**config.mk**
```make
export PLATFORM = sky130hd
export DESIGN_NAME = tetris_input_ctrl
export DESIGN_NICKNAME = d
export VERILOG_FILES = /design/src/rtl/tetris_input_ctrl_pkg.sv /design/src/rtl/tetris_btn_debounce.sv /design/src/rtl/tetris_input_ctrl.sv
export SDC_FILE = /design/constraint.sdc
export NUM_CORES = 1
export LEC_CHECK = 0
export BUFFER_PORTS_ARGS = -buffer_cell sky130_fd_sc_hd__clkbuf_2
export CORE_UTILIZATION = 45
export CTS_BUF_LIST = sky130_fd_sc_hd__clkbuf_16
export CTS_CLUSTER_SIZE = 30
export DETAILED_ROUTE_END_ITERATION = 10
export SYNTH_ARGS = -nofsm -noshare
export SYNTH_HDL_FRONTEND = slang
export SYNTH_SLANG_ARGS = --single-unit
```
**constraint.sdc**
```tcl
create_clock -name clk -period 14 [get_ports clk]
set_clock_uncertainty 0.05 [all_clocks]
set_input_delay 2.8 -clock clk [delete_from_list [all_inputs] [get_ports clk]]
set_output_delay 2.8 -clock clk [all_outputs]
set_load 0.05 [all_outputs]
```
**src/rtl/tetris_input_ctrl_pkg.sv**
```systemverilog
// Shared defaults, action bit positions and the gravity-period helper for the input block.
package tetris_input_ctrl_pkg;

    localparam int unsigned DEF_DEBOUNCE_CYCLES = 1_000_000;
    localparam int unsigned DEF_REPEAT_DELAY    = 25_000_000;
    localparam int unsigned DEF_REPEAT_PERIOD   = 10_000_000;
    localparam int unsigned DEF_FALL_BASE       = 50_000_000;
    localparam int unsigned DEF_FALL_STEP       = 4_000_000;
    localparam int unsigned DEF_FALL_MIN        = 5_000_000;

    // Bit positions in the 4-bit action vector; higher bit wins arbitration.
    localparam int ACT_ROTATE = 3;
    localparam int ACT_LEFT   = 2;
    localparam int ACT_RIGHT  = 1;
    localparam int ACT_DROP   = 0;

    function automatic logic [31:0] fall_period(
        input logic [3:0]  level,
        input logic [31:0] base,
        input logic [31:0] step,
        input logic [31:0] fmin
    );
        logic [31:0] prod;
        logic [31:0] diff;
        logic [31:0] result;
        prod = {28'd0, level} * step;
        diff = base - prod;
        if (prod >= base) begin
            result = fmin;
        end else if (diff < fmin) begin
            result = fmin;
        end else begin
            result = diff;
        end
        return result;
    endfunction

endpackage

```
**src/rtl/tetris_btn_debounce.sv**
```systemverilog
// Raw button -> 2-flop sync -> stable-count debounce -> registered rising-edge pulse.
// Latency: rise is high DEBOUNCE_CYCLES+2 edges after the first sampling edge; no backpressure.
module tetris_btn_debounce
    import tetris_input_ctrl_pkg::*;
#(
    parameter int unsigned DEBOUNCE_CYCLES = DEF_DEBOUNCE_CYCLES
) (
    input  logic clk,
    input  logic rst_n,
    input  logic btn,
    output logic held,
    output logic rise
);

    localparam logic [31:0] DB_LAST = 32'(DEBOUNCE_CYCLES) - 32'd1;

    logic        sync_1;
    logic        sync_2;
    logic        held_q;
    logic [31:0] stable_cnt;

    always_ff @(posedge clk or negedge rst_n) begin
        if (!rst_n) begin
            sync_1     <= 1'b0;
            sync_2     <= 1'b0;
            held       <= 1'b0;
            held_q     <= 1'b0;
            rise       <= 1'b0;
            stable_cnt <= '0;
        end else begin
            sync_1 <= btn;
            sync_2 <= sync_1;
            held_q <= held;
            rise   <= held & ~held_q;
            // Any cycle that agrees with the debounced level restarts the count.
            if (sync_2 != held) begin
                if (stable_cnt == DB_LAST) begin
                    held       <= sync_2;
                    stable_cnt <= '0;
                end else begin
                    stable_cnt <= stable_cnt + 32'd1;
                end
            end else begin
                stable_cnt <= '0;
            end
        end
    end

endmodule

```
**src/rtl/tetris_input_ctrl.sv**
```systemverilog
// Turns four raw buttons into arbitrated one-cycle action pulses and generates the gravity tick.
// Latency: DEBOUNCE_CYCLES+3 edges press-to-pulse; accept=0 drops all requests and freezes the fall timer.
module tetris_input_ctrl
    import tetris_input_ctrl_pkg::*;
#(
    parameter int unsigned DEBOUNCE_CYCLES = DEF_DEBOUNCE_CYCLES,
    parameter int unsigned REPEAT_DELAY    = DEF_REPEAT_DELAY,
    parameter int unsigned REPEAT_PERIOD   = DEF_REPEAT_PERIOD,
    parameter int unsigned FALL_BASE       = DEF_FALL_BASE,
    parameter int unsigned FALL_STEP       = DEF_FALL_STEP,
    parameter int unsigned FALL_MIN        = DEF_FALL_MIN
) (
    input  logic       clk,
    input  logic       rst_n,
    input  logic       btn_left,
    input  logic       btn_right,
    input  logic       btn_rotate,
    input  logic       btn_drop,
    input  logic [3:0] level,
    input  logic       accept,
    output logic       rotate,
    output logic       move_left,
    output logic       move_right,
    output logic       move_tobottom,
    output logic       en_fall
);

    typedef enum logic [1:0] {
        RPT_IDLE,
        RPT_DELAY,
        RPT_REPEAT
    } rpt_state_t;

    localparam logic [31:0] RD_LAST = 32'(REPEAT_DELAY) - 32'd1;
    localparam logic [31:0] RP_LAST = 32'(REPEAT_PERIOD) - 32'd1;

    logic       rise_rot;
    logic       rise_drop;
    logic [1:0] held_unused;
    logic [1:0] rpt_held;
    logic [1:0] rpt_rise;

    tetris_btn_debounce #(.DEBOUNCE_CYCLES(DEBOUNCE_CYCLES)) u_db_left (
        .clk(clk), .rst_n(rst_n), .btn(btn_left), .held(rpt_held[0]), .rise(rpt_rise[0])
    );
    tetris_btn_debounce #(.DEBOUNCE_CYCLES(DEBOUNCE_CYCLES)) u_db_right (
        .clk(clk), .rst_n(rst_n), .btn(btn_right), .held(rpt_held[1]), .rise(rpt_rise[1])
    );
    tetris_btn_debounce #(.DEBOUNCE_CYCLES(DEBOUNCE_CYCLES)) u_db_rotate (
        .clk(clk), .rst_n(rst_n), .btn(btn_rotate), .held(held_unused[0]), .rise(rise_rot)
    );
    tetris_btn_debounce #(.DEBOUNCE_CYCLES(DEBOUNCE_CYCLES)) u_db_drop (
        .clk(clk), .rst_n(rst_n), .btn(btn_drop), .held(held_unused[1]), .rise(rise_drop)
    );

    // Index 0 is left, 1 is right.
    rpt_state_t  rpt_state     [2];
    rpt_state_t  rpt_state_nxt [2];
    logic [31:0] rpt_cnt       [2];
    logic [31:0] rpt_cnt_nxt   [2];
    logic [1:0]  rpt_req;
    logic        both_held;

    assign both_held = rpt_held[0] & rpt_held[1];

    always_ff @(posedge clk or negedge rst_n) begin
        if (!rst_n) begin
            for (int i = 0; i < 2; i++) begin
                rpt_state[i] <= RPT_IDLE;
                rpt_cnt[i]   <= '0;
            end
        end else begin
            for (int i = 0; i < 2; i++) begin
                rpt_state[i] <= rpt_state_nxt[i];
                rpt_cnt[i]   <= rpt_cnt_nxt[i];
            end
        end
    end

    // Holding both directions freezes the counters so neither side auto-repeats.
    always_comb begin
        rpt_req = 2'b00;
        for (int i = 0; i < 2; i++) begin
            rpt_state_nxt[i] = rpt_state[i];
            rpt_cnt_nxt[i]   = rpt_cnt[i];
            if (!rpt_held[i]) begin
                rpt_state_nxt[i] = RPT_IDLE;
                rpt_cnt_nxt[i]   = '0;
            end else begin
                case (rpt_state[i])
                    RPT_IDLE: begin
                        if (rpt_rise[i]) begin
                            rpt_state_nxt[i] = RPT_DELAY;
                            rpt_cnt_nxt[i]   = '0;
                        end
                    end
                    RPT_DELAY: begin
                        if (!both_held) begin
                            if (rpt_cnt[i] == RD_LAST) begin
                                rpt_state_nxt[i] = RPT_REPEAT;
                                rpt_cnt_nxt[i]   = '0;
                                rpt_req[i]       = 1'b1;
                            end else begin
                                rpt_cnt_nxt[i] = rpt_cnt[i] + 32'd1;
                            end
                        end
                    end
                    RPT_REPEAT: begin
                        if (!both_held) begin
                            if (rpt_cnt[i] == RP_LAST) begin
                                rpt_cnt_nxt[i] = '0;
                                rpt_req[i]     = 1'b1;
                            end else begin
                                rpt_cnt_nxt[i] = rpt_cnt[i] + 32'd1;
                            end
                        end
                    end
                    default: begin
                        rpt_state_nxt[i] = RPT_IDLE;
                        rpt_cnt_nxt[i]   = '0;
                    end
                endcase
            end
        end
    end

    logic [3:0] act_new;
    logic [3:0] act_req;
    logic [3:0] act_win;
    logic [3:0] pend;
    logic [3:0] act;

    always_comb begin
        act_new             = 4'b0000;
        act_new[ACT_ROTATE] = rise_rot;
        act_new[ACT_LEFT]   = rpt_rise[0] | rpt_req[0];
        act_new[ACT_RIGHT]  = rpt_rise[1] | rpt_req[1];
        act_new[ACT_DROP]   = rise_drop;
        act_req             = act_new | pend;
        act_win             = 4'b0000;
        if (act_req[ACT_ROTATE]) begin
            act_win[ACT_ROTATE] = 1'b1;
        end else if (act_req[ACT_LEFT]) begin
            act_win[ACT_LEFT] = 1'b1;
        end else if (act_req[ACT_RIGHT]) begin
            act_win[ACT_RIGHT] = 1'b1;
        end else if (act_req[ACT_DROP]) begin
            act_win[ACT_DROP] = 1'b1;
        end
    end

    always_ff @(posedge clk or negedge rst_n) begin
        if (!rst_n) begin
            act  <= 4'b0000;
            pend <= 4'b0000;
        end else if (!accept) begin
            act  <= 4'b0000;
            pend <= 4'b0000;
        end else begin
            act  <= act_win;
            pend <= act_req & ~act_win;
        end
    end

    assign rotate        = act[ACT_ROTATE];
    assign move_left     = act[ACT_LEFT];
    assign move_right    = act[ACT_RIGHT];
    assign move_tobottom = act[ACT_DROP];

    logic [31:0] fall_cnt;
    logic [31:0] p_reg;
    logic [31:0] p_calc;
    logic [31:0] p_eff;
    logic        p_loaded;
    logic        fall_wrap;

    always_comb begin
        p_calc    = fall_period(level, 32'(FALL_BASE), 32'(FALL_STEP), 32'(FALL_MIN));
        p_eff     = p_loaded ? p_reg : p_calc;
        fall_wrap = (fall_cnt == p_eff - 32'd1);
    end

    // The period is only re-latched at a wrap, so a level change lands on the next period.
    always_ff @(posedge clk or negedge rst_n) begin
        if (!rst_n) begin
            fall_cnt <= '0;
            p_reg    <= '0;
            p_loaded <= 1'b0;
            en_fall  <= 1'b0;
        end else begin
            p_loaded <= 1'b1;
            if (!p_loaded || (accept && fall_wrap)) begin
                p_reg <= p_calc;
            end
            if (!accept) begin
                en_fall <= 1'b0;
            end else if (fall_wrap) begin
                fall_cnt <= '0;
                en_fall  <= 1'b1;
            end else begin
                fall_cnt <= fall_cnt + 32'd1;
                en_fall  <= 1'b0;
            end
        end
    end

endmodule

```
# Word level (Yosys, flattened, before mapping)
# Cells that the tools add are included.
totals:
  elab_cells: 159
  out_inout_bits: 5
  inputBits: 11
  register_bits: 290
op_classes:
  multipliers: 1
  bitwise: 14
  n_eq_ne: 27
  order_cmp: 2
  add_sub_neg: 9
  reduce_logical: 13
  n_mux: 59
ops:
  columns: ["op", "count"]
  rows:
  - ["$mux 32", 24]
  - ["$add 32x1->32 const B", 7]
  - ["$pmux 32 s3", 2]
  - ["$eq 32x20->1 const B", 4]
  - ["$eq 32x24->1 const B", 2]
  - ["$eq 32x25->1 const B", 2]
  - ["$eq 32x32->1", 1]
  - ["$lt 32x23->1 const B", 1]
  - ["$sub 32x1->32 const B", 1]
  - ["$sub 26x26->27 const A", 1]
  - ["$ge 26x26->1 const B", 1]
  - ["$ne 3x3->1 const B", 8]
  - ["$mul 4x14->18 const B", 1]
  - ["$mux 2", 9]
  - ["$mux 1", 17]
  - ["$pmux 2 s3", 2]
  - ["$mux 4", 2]
  - ["$reduce_and 2->1", 4]
  - ["$reduce_and 4->1", 2]
  - ["$reduce_and 3->1", 2]
  - ["$and 1x1->1", 5]
  - ["$and 4x4->4", 1]
  - ["$eq 2x1->1 const B", 2]
  - ["$eq 2x2->1 const B", 2]
  - ["12 further kinds", 22]

# Longest topological paths before layout
# Gate-level depths: netlist of the first run.
logic_depth:
  ltp_word: 14
  ltp_mapped: 31
  depth_no_buf: 27

# Modules after synthesis
# From an unflattened synthesis of the first run, not the netlist that was laid out.
unflattened:
  cells_unflattened: 1949
  area_unflattened_um2: 17409.2
by_module_without_submodules:
  columns: ["module", "seq_area_each_um2", "area_per_inst_um2", "cells_per_inst", "n_inst"]
  rows:
  - ["tetris_input_ctrl", 3253.1, 9907.0, 1181, 1]
  - ["tetris_btn_debounce", 925.9, 1875.5, 192, 4]

# Worst setup path after synthesis of the first run
# No wires, ideal clock.
synth_timing:
  path_type: "input to register"
  startpoint: "in level[1]"
  endpoint: "reg p_reg[24]"
  t_arrival_ps: 9139
  cell_stages: 27
  required_ps: 13823
  setup_time_ps: 127
  path_slack_ps: 4684
  path_buffers: 3
  cell_sequence: "buf_2 > inv_1 > ha_1 > fa_1 > fa_1 > a21o_1 > a2111oi_0 > or4_1 > a21oi_2 > o22a_1 > buf_2 > nor2_1 > nand2_1 > o21ai_0 > ha_1 > xor2_1 > xor2_1 > a2111oi_0 > nand3_1 > a221o_1 > a211oi_1 > nand4_1 > a311oi_1 > nand4bb_1 > o41ai_4 > buf_6 > mux2_1"
synth_between:
  elab_chain_cells: 10
  elab_cells_between_ends: 11
  classes_between: "add/sub (2); mul (1); order compare (2); eq/ne (1); mux (3); reduce/logical (2)"
synth_rtl:
  columns: ["item", "line_no", "rtl"]
  rows:
  - ["from (decl)", "tetris_input_ctrl.sv:19", "input logic [3:0] level,"]
  - ["$mul 4x14->18 (*)", "tetris_input_ctrl_pkg.sv:26", "prod = {28'd0, level} * step;"]
  - ["$sub 26x26->27", "tetris_input_ctrl_pkg.sv:27", "diff = base - prod;"]
  - ["$lt 32x23->1", "tetris_input_ctrl_pkg.sv:30", "end else if (diff < fmin) begin"]
  - ["$mux 32", "tetris_input_ctrl_pkg.sv:30", null]
  - ["$mux 32 (*)", "tetris_input_ctrl_pkg.sv:28", "if (prod >= base) begin"]
  - ["$mux 32", "tetris_input_ctrl.sv:179", "p_eff = p_loaded ? p_reg : p_calc;"]
  - ["$sub 32x1->32", "tetris_input_ctrl.sv:180", "fall_wrap = (fall_cnt == p_eff - 32'd1);"]
  - ["$eq 32x32->1", "tetris_input_ctrl.sv:180", null]
  - ["$logic_and 1x1->1", "tetris_input_ctrl.sv:192", "if (!p_loaded || (accept && fall_wrap)) begin"]
  - ["$logic_or 1x1->1", "tetris_input_ctrl.sv:192", null]
  - ["to (signal assigned)", "tetris_input_ctrl.sv:193", "p_reg <= p_calc;"]
  - ["to (decl)", "tetris_input_ctrl.sv:171", "logic [31:0] p_reg;"]
# Mark *: on every way between the ends. The rest lies on a longest branch, timed or not.
# A chain may end at the register's enable or synchronous reset.

# Worst setup path in the final report of the first run
layout_timing:
  startpoint: "in level[1]"
  endpoint: "reg p_reg[8]"
# Same word-level chain as after synthesis.

==> results of run 1 <==
## Yosys cell counts (all sizes together) (16+ instances only)
cell type / instances
nor2b: 18
xnor2: 79
and3: 57
or3: 38
a211oi: 17
xor2: 121
a21oi: 71
o21ai: 97
nor2: 265
nor3: 28
dfrtp: 278
and2: 16
inv: 45
buf: 19
and4: 16
nand2: 171
mux2: 17
ha: 36
nand3: 109
nor4: 31
nand4: 46
clkbuf: 43
nand2b: 26
## critical path, delay by kind of cell
| family | cells | cell delay, ns |
|---|---|---|
| AOI/OAI and AO/OA | 10 | 3.24 |
| adders and majority gates | 4 | 1.65 |
| and+or+nand+nor | 6 | 1.43 |
| buffers and inverters | 3 | 0.89 |
| xor gates and xnor gates | 2 | 0.44 |
| muxes | 1 | 0.37 |
## final timing paths
kind | startpoint | end | slack (ns) | depth (start not counted)
min reg2reg | u_db_left.sync_1 | u_db_left.sync_2 | 0.31 | 0
min | u_db_left.sync_1 | u_db_left.sync_2 | 0.31 | 0
max | level[1] | p_reg[8] | 3.52 | 26
min in group asynchronous | rst_n | u_db_left.stable_cnt[19] | 2.31 | 1
max reg2reg | p_loaded | p_reg[8] | 8.65 | 19
max in group asynchronous | rst_n | p_loaded | 10.14 | 2
## cell type report
cell class / count / area [um^2]
fillers: 3332 / 17800
multi-input cells: 1437 / 8950
flip-flops and latches: 278 / 6960
clock buffers: 37 / 926
well taps: 461 / 577
repair buffers: 25 / 173
inverters: 45 / 169
clock inverters: 20 / 130
## cell families after synthesis
logic type | Yosys count
and+or+nand+nor | 869
DFF | 278
muxes | 25
adders and majority gates | 41
xor gates and xnor gates | 200
AOI/OAI and AO/OA | 301
buffers and inverters | 107
other | 1
## stage by stage
step,instance area [um^2],total power (uW)
6_report,17900,2150
5_1_grt,17900,2260
4_1_cts,17900,2180
3_5_place_dp,16800,1330
3_3_place_gp,16800,1320
2_1_floorplan,16400,1210
## layout by cell type, fill, tap and decap left out, drive strengths merged, types with 6 or more instances in the layout
| cell | synthesis | layout |
|---|---|---|
| dfrtp | 278 | 278 |
| nor2 | 265 | 265 |
| nand2 | 171 | 171 |
| xor2 | 121 | 121 |
| nand3 | 109 | 109 |
| o21ai | 97 | 97 |
| xnor2 | 79 | 79 |
| a21oi | 71 | 71 |
| and3 | 57 | 57 |
| inv | 45 | 51 |
| clkbuf | 43 | 51 |
| nand4 | 46 | 46 |
| or3 | 38 | 38 |
| ha | 36 | 36 |
| nor4 | 31 | 31 |
| nor3 | 28 | 28 |
| nand2b | 26 | 26 |
| nor2b | 18 | 18 |
| a211oi | 17 | 17 |
| mux2 | 17 | 17 |
| and4 | 16 | 16 |
| and2 | 16 | 16 |
| nor4b | 13 | 13 |
| buf | 19 | 11 |
| a31oi | 10 | 10 |
| a21o | 10 | 10 |
| o2bb2ai | 9 | 9 |
| or2 | 9 | 9 |
| clkinv | 0 | 9 |
| mux2i | 8 | 8 |
| nor3b | 7 | 7 |
| o211ai | 7 | 7 |
| o31ai | 7 | 7 |
| a21boi | 6 | 6 |
| o2111ai | 6 | 6 |
## metal layers
metal	wire length, um	track usage	vias up
met1	17600	0.281	6232
met5	0	0	-
met2	16900	0.326	219
met3	1520	0.0315	53
li1	-	-	6449
met4	646	0.0557	0
## power groups by stage
stage	logic, uW	registers, uW	clock network, uW
after global placement	434	889	0
after global routing	493	881	890
after CTS	439	875	861
after floorplan	337	876	0
final	444	876	831
after detailed placement	437	889	0
==> flow_summary.ini, run 1 <==
[synth]
yosysTopAreaCell = dfrtp_1
synth_area_um2 = 16400
ys_seq_elements = 278
synth_xor_area_frac = 0.107
yosys.area_share.simple = 0.265
synth_nets = 1874
ys_seq_area_frac = 0.425
synth-edff-count = 0
synthArstFlopShare = 1.00
avgSynthCellArea_um2 = 8.98
yosys.area.top_type_share = 0.425
synth_top_family_by_area = simple AND/OR/NAND/NOR gates
synth_warnings = 0
synth.area.mux_share = 0.0166
yosys-top-cells-area = dfrtp_1 43%, xor2_1 6.4%, nor2_1 6.1%
synthCells = 1822
synthFlopType = dfrtp_1
synth-compound-area-share = 0.123
ys_types = 99
synthAdderAreaFrac = 0.0336

[timing]
layout_min_cycle_time_ns = 10.48
setup_ws_ns = 3.52
setup_viol = 0
maxSlewViolCount = 0
period_share = 0.749
hold_viol = 0
clock.fmax_ghz = 0.0954
rsz0062_at_grt = false
tightest_slew_ns = 0.980
slew_headroom = 0.338
final.setup.tns_ns = 0
whs_ns = 0.306

[detailed_routing]
dr.pass1.iters = 5
route.vias.total = 13000
drtIter0Drc = 770
wl_um = 36600
routedWlPerCell_um = 15.9
drc = 0
vias_per_cell = 5.62
drtAntennaViolNets = 0

[die]
pin_count = 16
die_x_um = 193
die_y_um = 193
initial_utilization = 0.459
die_area_um2 = 37100
rows = 69
core_um2 = 35700

[place]
place_inst = 2246
numPortBuffers = 15
dp_hpwl_um = 25200
gp_congestion = 0.888
dp_slack_ns = 3.15

[clock_network]
htree_levels = 2
cts_setup_buffers = 0
cts_tree = built
cts_sinks = 278
postCtsResizedCells = 0
holdBufCountCts = 0
numCtsBuffers = 34
cts_buffer_depth = 3
cts.clk_slew.worst_paths_ns = 0.06
clock_latency_ns = 0.51
root_buffer = clkbuf_16

[power]
power_density_nw_per_um2 = 120
swShare = 0.307
switching_power_uw = 661
leakage_uw = 0.00744
peakVddDrop_mv = 0.0769
internal_power_uw = 1490
p_seq_frac = 0.407
combPwrFrac = 0.206
clkPwrFrac = 0.386

[finish]
nNetsFinal = 1873
antenna_cells = 0
stdcell_count = 2303
top_register = rpt_cnt
drive_gt1_frac = 0.0673
synthToLayoutAreaGrowth_pct = 9.27
largest_reg_flops = 64
finalCoreUtilization = 0.502

[global_routing]
antenna_found_initial = 0
grt_max_degree = 175
grtUsageTotal = 0.203
grt_pass1_wl_um = 62000
grt_pass1_vias = 12500
gr-total-overflow = 0

[setup_path]
cp_data_arrival_time_ns = 10.82
end_kind = flip-flop
slowest_stage = a2111oi_0
start_kind = primary input
crit_required_ns = 14.34
critical_path_class = primary input to flip-flop
cp_max_fo = 21
slowest_delay_ns = 0.69

[run_status]
status = complete, no violations

[worst_hold_path]
hp-class = flip-flop to flip-flop

[flow_run]
maxCapViolations = 0
(Power assumes the default switching activity.)
==> inputs of run 2 (changes only) <==
- clock period: 14 -> 8.5 ns (I/O delays scaled with it)
==> run 2 against run 1 <==
  * Utilization up 0.63 points
  * Die area unchanged
  * Worst setup slack worse by 3.0 ns
  * Critical path type unchanged
  * Highest routed layer unchanged
==> flow_summary.ini, run 2 (synthesis results as in run 1) <==
[die]
die_y_um = 193
die_x_um = 193
core_um2 = 35700
rows = 69
pin_count = 16
initial_utilization = 0.459
die_area_um2 = 37100

[power]
internal_power_uw = 2510
p_seq_frac = 0.398
combPwrFrac = 0.216
clkPwrFrac = 0.386
switching_power_uw = 1120
power_density_nw_per_um2 = 200
finalPower_uw = 3630
swShare = 0.308
peakVddDrop_mv = 0.114
leakage_uw = 0.00758

[finish]
drive_gt1_frac = 0.0786
largest_reg_flops = 64
num-fill-cells = 3415
multiInputGateArea_um2 = 8950
layout_common_cells = 277 x dfrtp_1, 265 x nor2_1, 171 x nand2_1
top_register = rpt_cnt
antenna_cells = 0
nNetsFinal = 1898
finalCoreUtilization = 0.508
synthToLayoutAreaGrowth_pct = 10.6
final_common_cell = dfrtp_1
stdcell_count = 2331
regArea_um2 = 6960

[clock_network]
clock_latency_ns = 0.52
postCtsResizedCells = 0
cts_tree = built
cts_sinks = 278
cts_buffer_depth = 3
cts.clk_slew.worst_paths_ns = 0.06
root_buffer = clkbuf_16
htree_levels = 2
holdBufCountCts = 0
numCtsBuffers = 34
cts_setup_buffers = 0

[global_routing]
grtUsageTotal = 0.204
grt_pass1_vias = 12600
grt_max_degree = 182
gr-total-overflow = 0
antenna_found_initial = 0
grt_pass1_wl_um = 62400

[detailed_routing]
vias_per_cell = 5.59
drc = 0
route.vias.total = 13000
routedWlPerCell_um = 15.7
dr.pass1.iters = 5
drtAntennaViolNets = 0
wl_um = 36700
drtIter0Drc = 858

[timing]
setup_viol = 0
layout_min_cycle_time_ns = 7.98
tightest_slew_ns = 1.04
slew_headroom = 0.305
hold_viol = 0
maxSlewViolCount = 0
final.setup.tns_ns = 0
period_share = 0.939
clock.fmax_ghz = 0.125
rsz0062_at_grt = false

[worst_hold_path]
hold_start = u_db_rotate.sync_1
holdPathStages = 0
hp-class = flip-flop to flip-flop
worstHoldEndpoint = u_db_rotate.sync_2

[setup_path]
end_kind = flip-flop
reg2reg_from = p_loaded
cp_data_arrival_time_ns = 8.34
critPathTopFamily = compound AO/OA/AOI/OAI gates
crit_required_ns = 8.85
reg2regPathDepth = 17
slowest_delay_ns = 0.60
r2r-end = p_reg[7]
critical_path_class = primary input to flip-flop
path_buf_inv = 5
start_kind = primary input
slowest_stage = a2111oi_0
r2r_slack_ns = 3.50
cp_max_fo = 11

[flow_run]
maxCapViolations = 0

[place]
place_inst = 2271
dp_hpwl_um = 25600
gp_congestion = 0.889
numPortBuffers = 15

[run_status]
status = complete, no violations
[run 2: how the worst max path moves through the flow]
stage / from / end / cells past startpoint
2_1_floorplan: level[1] / p_reg[24] / 27
3_3_place_gp: level[1] / p_reg[8] / 27
3_5_place_dp: level[1] / p_reg[8] / 27
4_1_cts: level[1] / p_reg[11] / 27
5_1_grt: level[1] / p_reg[7] / 28
6_report: level[1] / p_reg[7] / 27
[run 2: layer usage]
metal / track usage / up-vias / part of all wire
met1: 0.285 / 6305 / 0.49
li1: - / 6474 / -
met2: 0.331 / 209 / 0.46
met3: 0.0291 / 44 / 0.036
met4: 0.0478 / 0 / 0.018
met5: 0 / - / 0
[run 2: cell type report]
class                      instances  area share
clock buffer                      34      0.0470
clock inverter                    26      0.0133
inverter                          45     0.00933
multi-input combinational       1437       0.494
sequential                       278       0.384
tap                              461      0.0319
timing repair buffer              50      0.0199
[run 2: power by group through the flow]
| stage | logic, uW | registers [uW] | clock network, uW |
|---|---|---|---|
| floorplan | 555 | 1440 | 0 |
| detailed placement | 774 | 1470 | 0 |
| finish | 783 | 1440 | 1400 |
| global placement | 765 | 1460 | 0 |
| global route | 865 | 1450 | 1500 |
| CTS | 778 | 1440 | 1450 |
[run 2: through the flow]
step	setup WS, ns	hold WS, ns	instance area [um^2]
final	0.516	0.297	18100
after global routing	0.00517	0.311	18100
after CTS	0.566	0.300	18100
after detailed placement	0.0712	0.287	17000
after global placement	0.189	0.282	17000
after floorplan	0.284	0.281	16400
